## config.mk

```make
export PLATFORM = sky130hd
export DESIGN_NAME = fft_frame_sequencer
export DESIGN_NICKNAME = d
export VERILOG_FILES = /design/src/rtl/fft_frame_sequencer.sv
export SDC_FILE = /design/constraint.sdc
export NUM_CORES = 1
export LEC_CHECK = 0
export ABC_AREA = 1
export BUFFER_PORTS_ARGS = -buffer_cell sky130_fd_sc_hd__buf_2
export CAP_MARGIN = 20
export CORE_MARGIN = 3
export CORE_UTILIZATION = 45
export DETAILED_ROUTE_END_ITERATION = 12
export PLACE_DENSITY = 0.74
export SYNTH_ARGS = -nofsm -noshare
export SYNTH_HDL_FRONTEND = slang
export SYNTH_SLANG_ARGS = --single-unit
export TNS_END_PERCENT = 30
```

## constraint.sdc

```tcl
create_clock -name clk -period 2.6 [get_ports clk]
set_clock_uncertainty 0.1 [all_clocks]
set_input_delay 0.13 -clock clk [delete_from_list [all_inputs] [get_ports clk]]
set_output_delay 0.13 -clock clk [all_outputs]
set_load 0.01 [all_outputs]
```

## src/rtl/fft_frame_sequencer.sv

```systemverilog
// Frame sequencer for the FFT core: one config beat, one N-sample frame with tlast, then an N-beat output drain.
// Optional FFT_SEQ_CONTINUOUS_EN adds a `continuous` input that chains frames without reconfiguring.
module fft_frame_sequencer #(
  parameter int unsigned DATA_WIDTH    = 32,
  parameter int unsigned LOG2_NFFT_MAX = 10
) (
  input  logic                  clk,
  input  logic                  reset,
  input  logic                  start,
  input  logic [4:0]            nfft_log2,
  input  logic [7:0]            scale_sch,
  input  logic                  forward,
`ifdef FFT_SEQ_CONTINUOUS_EN
  input  logic                  continuous,
`endif
  output logic                  busy,
  output logic                  done,
  output logic                  err_tlast,
  output logic [15:0]           frame_count,
  output logic                  cfg_tvalid,
  input  logic                  cfg_tready,
  output logic [23:0]           cfg_tdata,
  input  logic                  s_tvalid,
  output logic                  s_tready,
  input  logic [DATA_WIDTH-1:0] s_tdata,
  output logic                  m_tvalid,
  input  logic                  m_tready,
  output logic [DATA_WIDTH-1:0] m_tdata,
  output logic                  m_tlast,
  input  logic                  out_tvalid,
  input  logic                  out_tready,
  input  logic                  out_tlast
);

  localparam int unsigned CNT_W = LOG2_NFFT_MAX;

  localparam logic [1:0] S_IDLE   = 2'd0;
  localparam logic [1:0] S_CONFIG = 2'd1;
  localparam logic [1:0] S_STREAM = 2'd2;
  localparam logic [1:0] S_DRAIN  = 2'd3;

  logic [1:0]       state_q, state_d;
  logic [4:0]       nlog_q, nlog_d;
  logic [CNT_W-1:0] in_cnt_q, in_cnt_d;
  logic [CNT_W-1:0] out_cnt_q, out_cnt_d;
  logic             busy_q, busy_d;
  logic             done_q, done_d;
  logic             err_q, err_d;
  logic [15:0]      frame_cnt_q, frame_cnt_d;
  logic             cfg_valid_q, cfg_valid_d;
  logic [23:0]      cfg_data_q, cfg_data_d;

  logic [4:0]       nlog_clamped;
  logic [CNT_W-1:0] last_idx;
  logic             in_stream;
  logic             in_hs;
  logic             out_hs;
  logic             in_last;
  logic             out_last;
  logic             cont;

`ifdef FFT_SEQ_CONTINUOUS_EN
  assign cont = continuous;
`else
  assign cont = 1'b0;
`endif

  // Clamp requested size into the supported range.
  always_comb begin
    nlog_clamped = nfft_log2;
    if (nfft_log2 < 5'd3) begin
      nlog_clamped = 5'd3;
    end else if (nfft_log2 > 5'(LOG2_NFFT_MAX)) begin
      nlog_clamped = 5'(LOG2_NFFT_MAX);
    end
  end

  // N-1 as a low-bit mask; the full-width case yields all ones without overflow.
  assign last_idx = ~({CNT_W{1'b1}} << nlog_q);

  assign in_stream = (state_q == S_STREAM);
  assign m_tvalid  = in_stream & s_tvalid;
  assign s_tready  = in_stream & m_tready;
  assign m_tdata   = s_tdata;
  assign in_last   = (in_cnt_q == last_idx);
  assign m_tlast   = in_stream & in_last;
  assign in_hs     = m_tvalid & m_tready;
  assign out_hs    = out_tvalid & out_tready;
  assign out_last  = (out_cnt_q == last_idx);

  always_comb begin
    state_d     = state_q;
    nlog_d      = nlog_q;
    in_cnt_d    = in_cnt_q;
    out_cnt_d   = out_cnt_q;
    busy_d      = busy_q;
    done_d      = 1'b0;
    err_d       = 1'b0;
    frame_cnt_d = frame_cnt_q;
    cfg_valid_d = cfg_valid_q;
    cfg_data_d  = cfg_data_q;
    case (state_q)
      S_IDLE: begin
        if (start) begin
          nlog_d      = nlog_clamped;
          cfg_data_d  = {7'b0, scale_sch, forward, 3'b0, nlog_clamped};
          cfg_valid_d = 1'b1;
          in_cnt_d    = '0;
          out_cnt_d   = '0;
          busy_d      = 1'b1;
          state_d     = S_CONFIG;
        end
      end
      S_CONFIG: begin
        if (cfg_tready) begin
          cfg_valid_d = 1'b0;
          state_d     = S_STREAM;
        end
      end
      S_STREAM: begin
        if (in_hs) begin
          in_cnt_d = in_cnt_q + CNT_W'(1);
          if (in_last) begin
            state_d = S_DRAIN;
          end
        end
      end
      S_DRAIN: begin
        if (out_hs) begin
          out_cnt_d = out_cnt_q + CNT_W'(1);
          err_d     = out_tlast ^ out_last;
          if (out_last) begin
            done_d      = 1'b1;
            frame_cnt_d = frame_cnt_q + 16'd1;
            in_cnt_d    = '0;
            out_cnt_d   = '0;
            if (cont) begin
              state_d = S_STREAM;
            end else begin
              busy_d  = 1'b0;
              state_d = S_IDLE;
            end
          end
        end
      end
      default: begin
        busy_d      = 1'b0;
        cfg_valid_d = 1'b0;
        state_d     = S_IDLE;
      end
    endcase
  end

  always_ff @(posedge clk) begin
    if (reset) begin
      state_q     <= S_IDLE;
      nlog_q      <= '0;
      in_cnt_q    <= '0;
      out_cnt_q   <= '0;
      busy_q      <= 1'b0;
      done_q      <= 1'b0;
      err_q       <= 1'b0;
      frame_cnt_q <= '0;
      cfg_valid_q <= 1'b0;
      cfg_data_q  <= '0;
    end else begin
      state_q     <= state_d;
      nlog_q      <= nlog_d;
      in_cnt_q    <= in_cnt_d;
      out_cnt_q   <= out_cnt_d;
      busy_q      <= busy_d;
      done_q      <= done_d;
      err_q       <= err_d;
      frame_cnt_q <= frame_cnt_d;
      cfg_valid_q <= cfg_valid_d;
      cfg_data_q  <= cfg_data_d;
    end
  end

  assign busy        = busy_q;
  assign done        = done_q;
  assign err_tlast   = err_q;
  assign frame_count = frame_cnt_q;
  assign cfg_tvalid  = cfg_valid_q;
  assign cfg_tdata   = cfg_data_q;

endmodule
```

==> run_summary.xml <==
<?xml version="1.0" encoding="UTF-8"?>
<metrics>
  <group name="floorplan">
    <metric name="initial_core_util" unit="%">47.87</metric>
    <metric name="die-area" unit="mm²">0.009070</metric>
    <metric name="core_area" unit="mm²">0.007486</metric>
    <metric name="io_pins" unit="">134</metric>
    <metric name="die_height" unit="µm">95.24</metric>
    <metric name="placement_rows" unit="">31</metric>
    <metric name="die_x" unit="µm">95.24</metric>
  </group>
  <group name="timing">
    <metric name="timing.hold.ws" unit="ns">0.01439</metric>
    <metric name="maxSlewHeadroom" unit="%">40.31</metric>
    <metric name="period_minus_slack" unit="ns">2.285</metric>
    <metric name="totalNegativeSetupSlack" unit="ns">0</metric>
    <metric name="rsz_0062_raised_after_global_routing" unit="">false</metric>
    <metric name="final.period_utilization" unit="%">87.89</metric>
    <metric name="report.final.hold_viol_count" unit="">0</metric>
    <metric name="max_clock_freq" unit="MHz">437.6</metric>
    <metric name="final_max_slew_viol_count" unit="">0</metric>
    <metric name="tightestPinTransition" unit="ns">0.8944</metric>
    <metric name="finalSetupViolCount" unit="">0</metric>
  </group>
  <group name="routing">
    <metric name="met1_length" unit="mm">3.911</metric>
    <metric name="drt_pass1_iterations" unit="">6</metric>
    <metric name="drt_drc_violations_left" unit="">0</metric>
    <metric name="met2_wirelength" unit="mm">3.832</metric>
    <metric name="highest_layer" unit="">met4</metric>
    <metric name="detail_route.iter0.violations" unit="">209</metric>
    <metric name="avgRoutedWirePerCell" unit="µm">12.43</metric>
    <metric name="vias_per_cell" unit="">5.052</metric>
    <metric name="routed_wirelength" unit="mm">8.428</metric>
    <metric name="detailroute.via_count" unit="">3425</metric>
    <metric name="routed-wl-met3" unit="µm">559</metric>
    <metric name="final_antenna_net_count" unit="">0</metric>
  </group>
  <group name="outcome">
    <metric name="status" unit="">finished, final reports clean</metric>
  </group>
  <group name="synth">
    <metric name="yosysWarnings" unit="">0</metric>
    <metric name="netlist.area_leader.share" unit="%">31.28</metric>
    <metric name="post_synth_most_frequent_cells" unit="">125 x nand2_1, 65 x nor2_1, 57 x inv_1, 56 x dfxtp_1, 44 x buf_4</metric>
    <metric name="netlist_top_cells_area" unit="">dfxtp_1 31%, nand2_1 13%, buf_4 9.2%</metric>
    <metric name="synth_top_flop_cell" unit="">dfxtp_1</metric>
    <metric name="post-synth-top-count-cell" unit="">nand2_1</metric>
    <metric name="synth_area_leader_cell" unit="">dfxtp_1</metric>
    <metric name="synth-async-reset-ratio" unit="%">0</metric>
    <metric name="post_synth_instance_area" unit="mm²">0.003583</metric>
    <metric name="syn_area_per_cell" unit="µm²">6.599</metric>
    <metric name="synth_enable_flop_cells" unit="">0</metric>
    <metric name="seq_area_frac_synth" unit="%">31.28</metric>
    <metric name="synth.lib_cells_used.distinct" unit="">36</metric>
    <metric name="syn_inst" unit="">543</metric>
    <metric name="synth_seq_cells" unit="">56</metric>
  </group>
  <group name="clocking">
    <metric name="cts.clk_slew.worst_paths" unit="ns">0.10</metric>
    <metric name="tritoncts_num_sinks" unit="">56</metric>
    <metric name="clock_tree_from_tritoncts" unit="">built</metric>
    <metric name="root_buffer_cell" unit="">clkbuf_8</metric>
    <metric name="clock_tree.htree_level_count" unit="">2</metric>
    <metric name="tritoncts.num_buffers" unit="">5</metric>
    <metric name="cts_setup_buffers" unit="">0</metric>
    <metric name="clk_latency" unit="ns">0.32</metric>
    <metric name="clock_tree.buffer_depth" unit="">2</metric>
  </group>
  <group name="power_and_ir_drop">
    <metric name="power.static_leakage" unit="nW">1.758</metric>
    <metric name="vdd_drop_max" unit="V">0.0003409</metric>
    <metric name="cellPowerDensity" unit="mW/mm²">699.4</metric>
  </group>
  <group name="placed_design">
    <metric name="port_buffers" unit="">59</metric>
    <metric name="routabilityCongestion" unit="">0.9077</metric>
    <metric name="dpl.hpwl" unit="mm">6.416</metric>
    <metric name="placed_cells" unit="">658</metric>
  </group>
  <group name="critical_path">
    <metric name="cp-end-kind" unit="">register</metric>
    <metric name="critPathMaxFanout" unit="">6</metric>
    <metric name="critPathKind" unit="">register to register</metric>
    <metric name="timing.critical_path.arrival" unit="ns">2.39</metric>
    <metric name="critPathRequiredTime" unit="ns">2.70</metric>
    <metric name="critPathLaunchType" unit="">register</metric>
  </group>
  <group name="cells_and_area">
    <metric name="fin_nets" unit="">642</metric>
    <metric name="final-instance-count-excl-fill" unit="">678</metric>
    <metric name="fin_util" unit="%">52.42</metric>
    <metric name="antenna-diode-count" unit="">0</metric>
    <metric name="syn_to_final_growth" unit="%">9.497</metric>
    <metric name="layout-drive-gt1-share" unit="%">15.54</metric>
  </group>
  <group name="global_route">
    <metric name="first_global_vias" unit="">3186</metric>
    <metric name="grt_max_degree" unit="">28</metric>
    <metric name="global_route.overflow_total" unit="">0</metric>
    <metric name="overall_global_routing_resource_usage" unit="%">19.46</metric>
    <metric name="global_route_wire_length_before_repair" unit="mm">14.38</metric>
    <metric name="initial_antenna_violation_count" unit="">0</metric>
  </group>
  <group name="min_path">
    <metric name="hp-class" unit="">input pin to register</metric>
  </group>
  <group name="job">
    <metric name="cap_violations" unit="">0</metric>
  </group>
</metrics>
==> per-layer routing <==
layer  track usage, %  vias up
li1                 -     1753
met1            26.06     1547
met2            31.72      108
met3            4.183       17
met4            5.048        0
met5                0        -
==> final cells by class <==
type | count | area (µm²)
sequential | 56 | 1121
timing repair buffer | 76 | 452.9
inverter | 61 | 229.0
multi-input combinational | 378 | 1886
clock buffer | 5 | 68.82
fill | 736 | 3562
clock inverter | 3 | 42.54
tap | 99 | 123.9
==> placed cells by master, fill, tap and decap left out, drive strengths merged <==
cell         synthesis  routed
ha                   9       9
dfxtp               56      56
a21oi               33      33
clkinv               0       1
a311oi               1       1
o31ai                1       1
nor2                69      69
xor2                10      10
nand4               14      14
nand3               43      43
dlygate4sd3          0      12
o21ai               23      23
inv                 61      61
clkbuf               8       5
clkinvlp             0       1
buf                 49      64
o21bai               1       1
nor3b                1       1
a211oi               2       2
and3                 4       4
nand2              127     127
conb                 1      10
bufinv               0       1
xnor2                6       6
nand3b               1       1
nor3                22      22
nor4                 1       1
==> flip-flops by register name (all words and copies together) (netlist names) <==
register / cells
busy: 1
err_tlast: 1
done: 1
frame_count: 16
nlog_q: 4
cfg_tdata: 10
out_cnt_q: 10
state_q: 2
cfg_tvalid: 1
in_cnt_q: 10
==> worst max-delay path: stages, from the launching register on <==
cell	delay (ns)
dfxtp_1	0.42
inv_1	0.11
ha_1	0.34
nor2_1	0.15
nand2_1	0.22
nor3_1	0.25
nand2_1	0.15
nor3_1	0.22
xnor2_1	0.15
nor2_1	0.06
==> kinds of logic after synthesis <==
group / after synthesis / share of synthesized area, %
buffers and inverters: 118 / 17.11
adder cells (fa/ha/maj): 9 / 3.143
XOR/XNOR: 16 / 3.910
flip-flops: 56 / 31.29
AO/OA/AOI/OAI: 61 / 9.323
AND/OR/NAND/NOR: 282 / 35.13
other: 1 / 0.1046
==> worst paths after layout <==
kind	endpoint	start	slack [ns]	depth (start not counted)
max	out_cnt_q[8]$_SDFFE_PP0P_	state_q[0]$_SDFFE_PP0P_	0.31	9
min	nlog_q[2]$_SDFFE_PP0P_	nfft_log2[4]	0.01	4
max reg2reg	out_cnt_q[8]$_SDFFE_PP0P_	state_q[0]$_SDFFE_PP0P_	0.31	9
min reg2reg	busy$_SDFFE_PP0P_	busy$_SDFFE_PP0P_	0.37	2
==> timing repair <==
item	in CTS	in global routing
endpoints found under the hold margin	12	0
gates resized for setup	0	1
hold buffers	12	0
setup endpoints to repair	0	1
==> per-stage QoR <==
step / total power, mW / area (µm²) / setup slack [ns]
2_1_floorplan: 1.924 / 3617 / 0.5325
3_3_place_gp: 2.115 / 3690 / 0.4686
3_5_place_dp: 2.160 / 3690 / 0.3433
4_1_cts: 2.750 / 3921 / 0.3279
5_1_grt: 2.954 / 3924 / 0.07252
6_report: 2.744 / 3924 / 0.3148
==> power by group <==
part | internal, mW | leakage, nW | total [mW] | switching [mW]
Combinational | 0.388 | 1.25 | 1.12 | 0.731
Sequential | 0.958 | 0.455 | 1.05 | 0.0903
Clock | 0.285 | 0.0541 | 0.576 | 0.291
No activity file was read; power rests on OpenSTA's default activity.
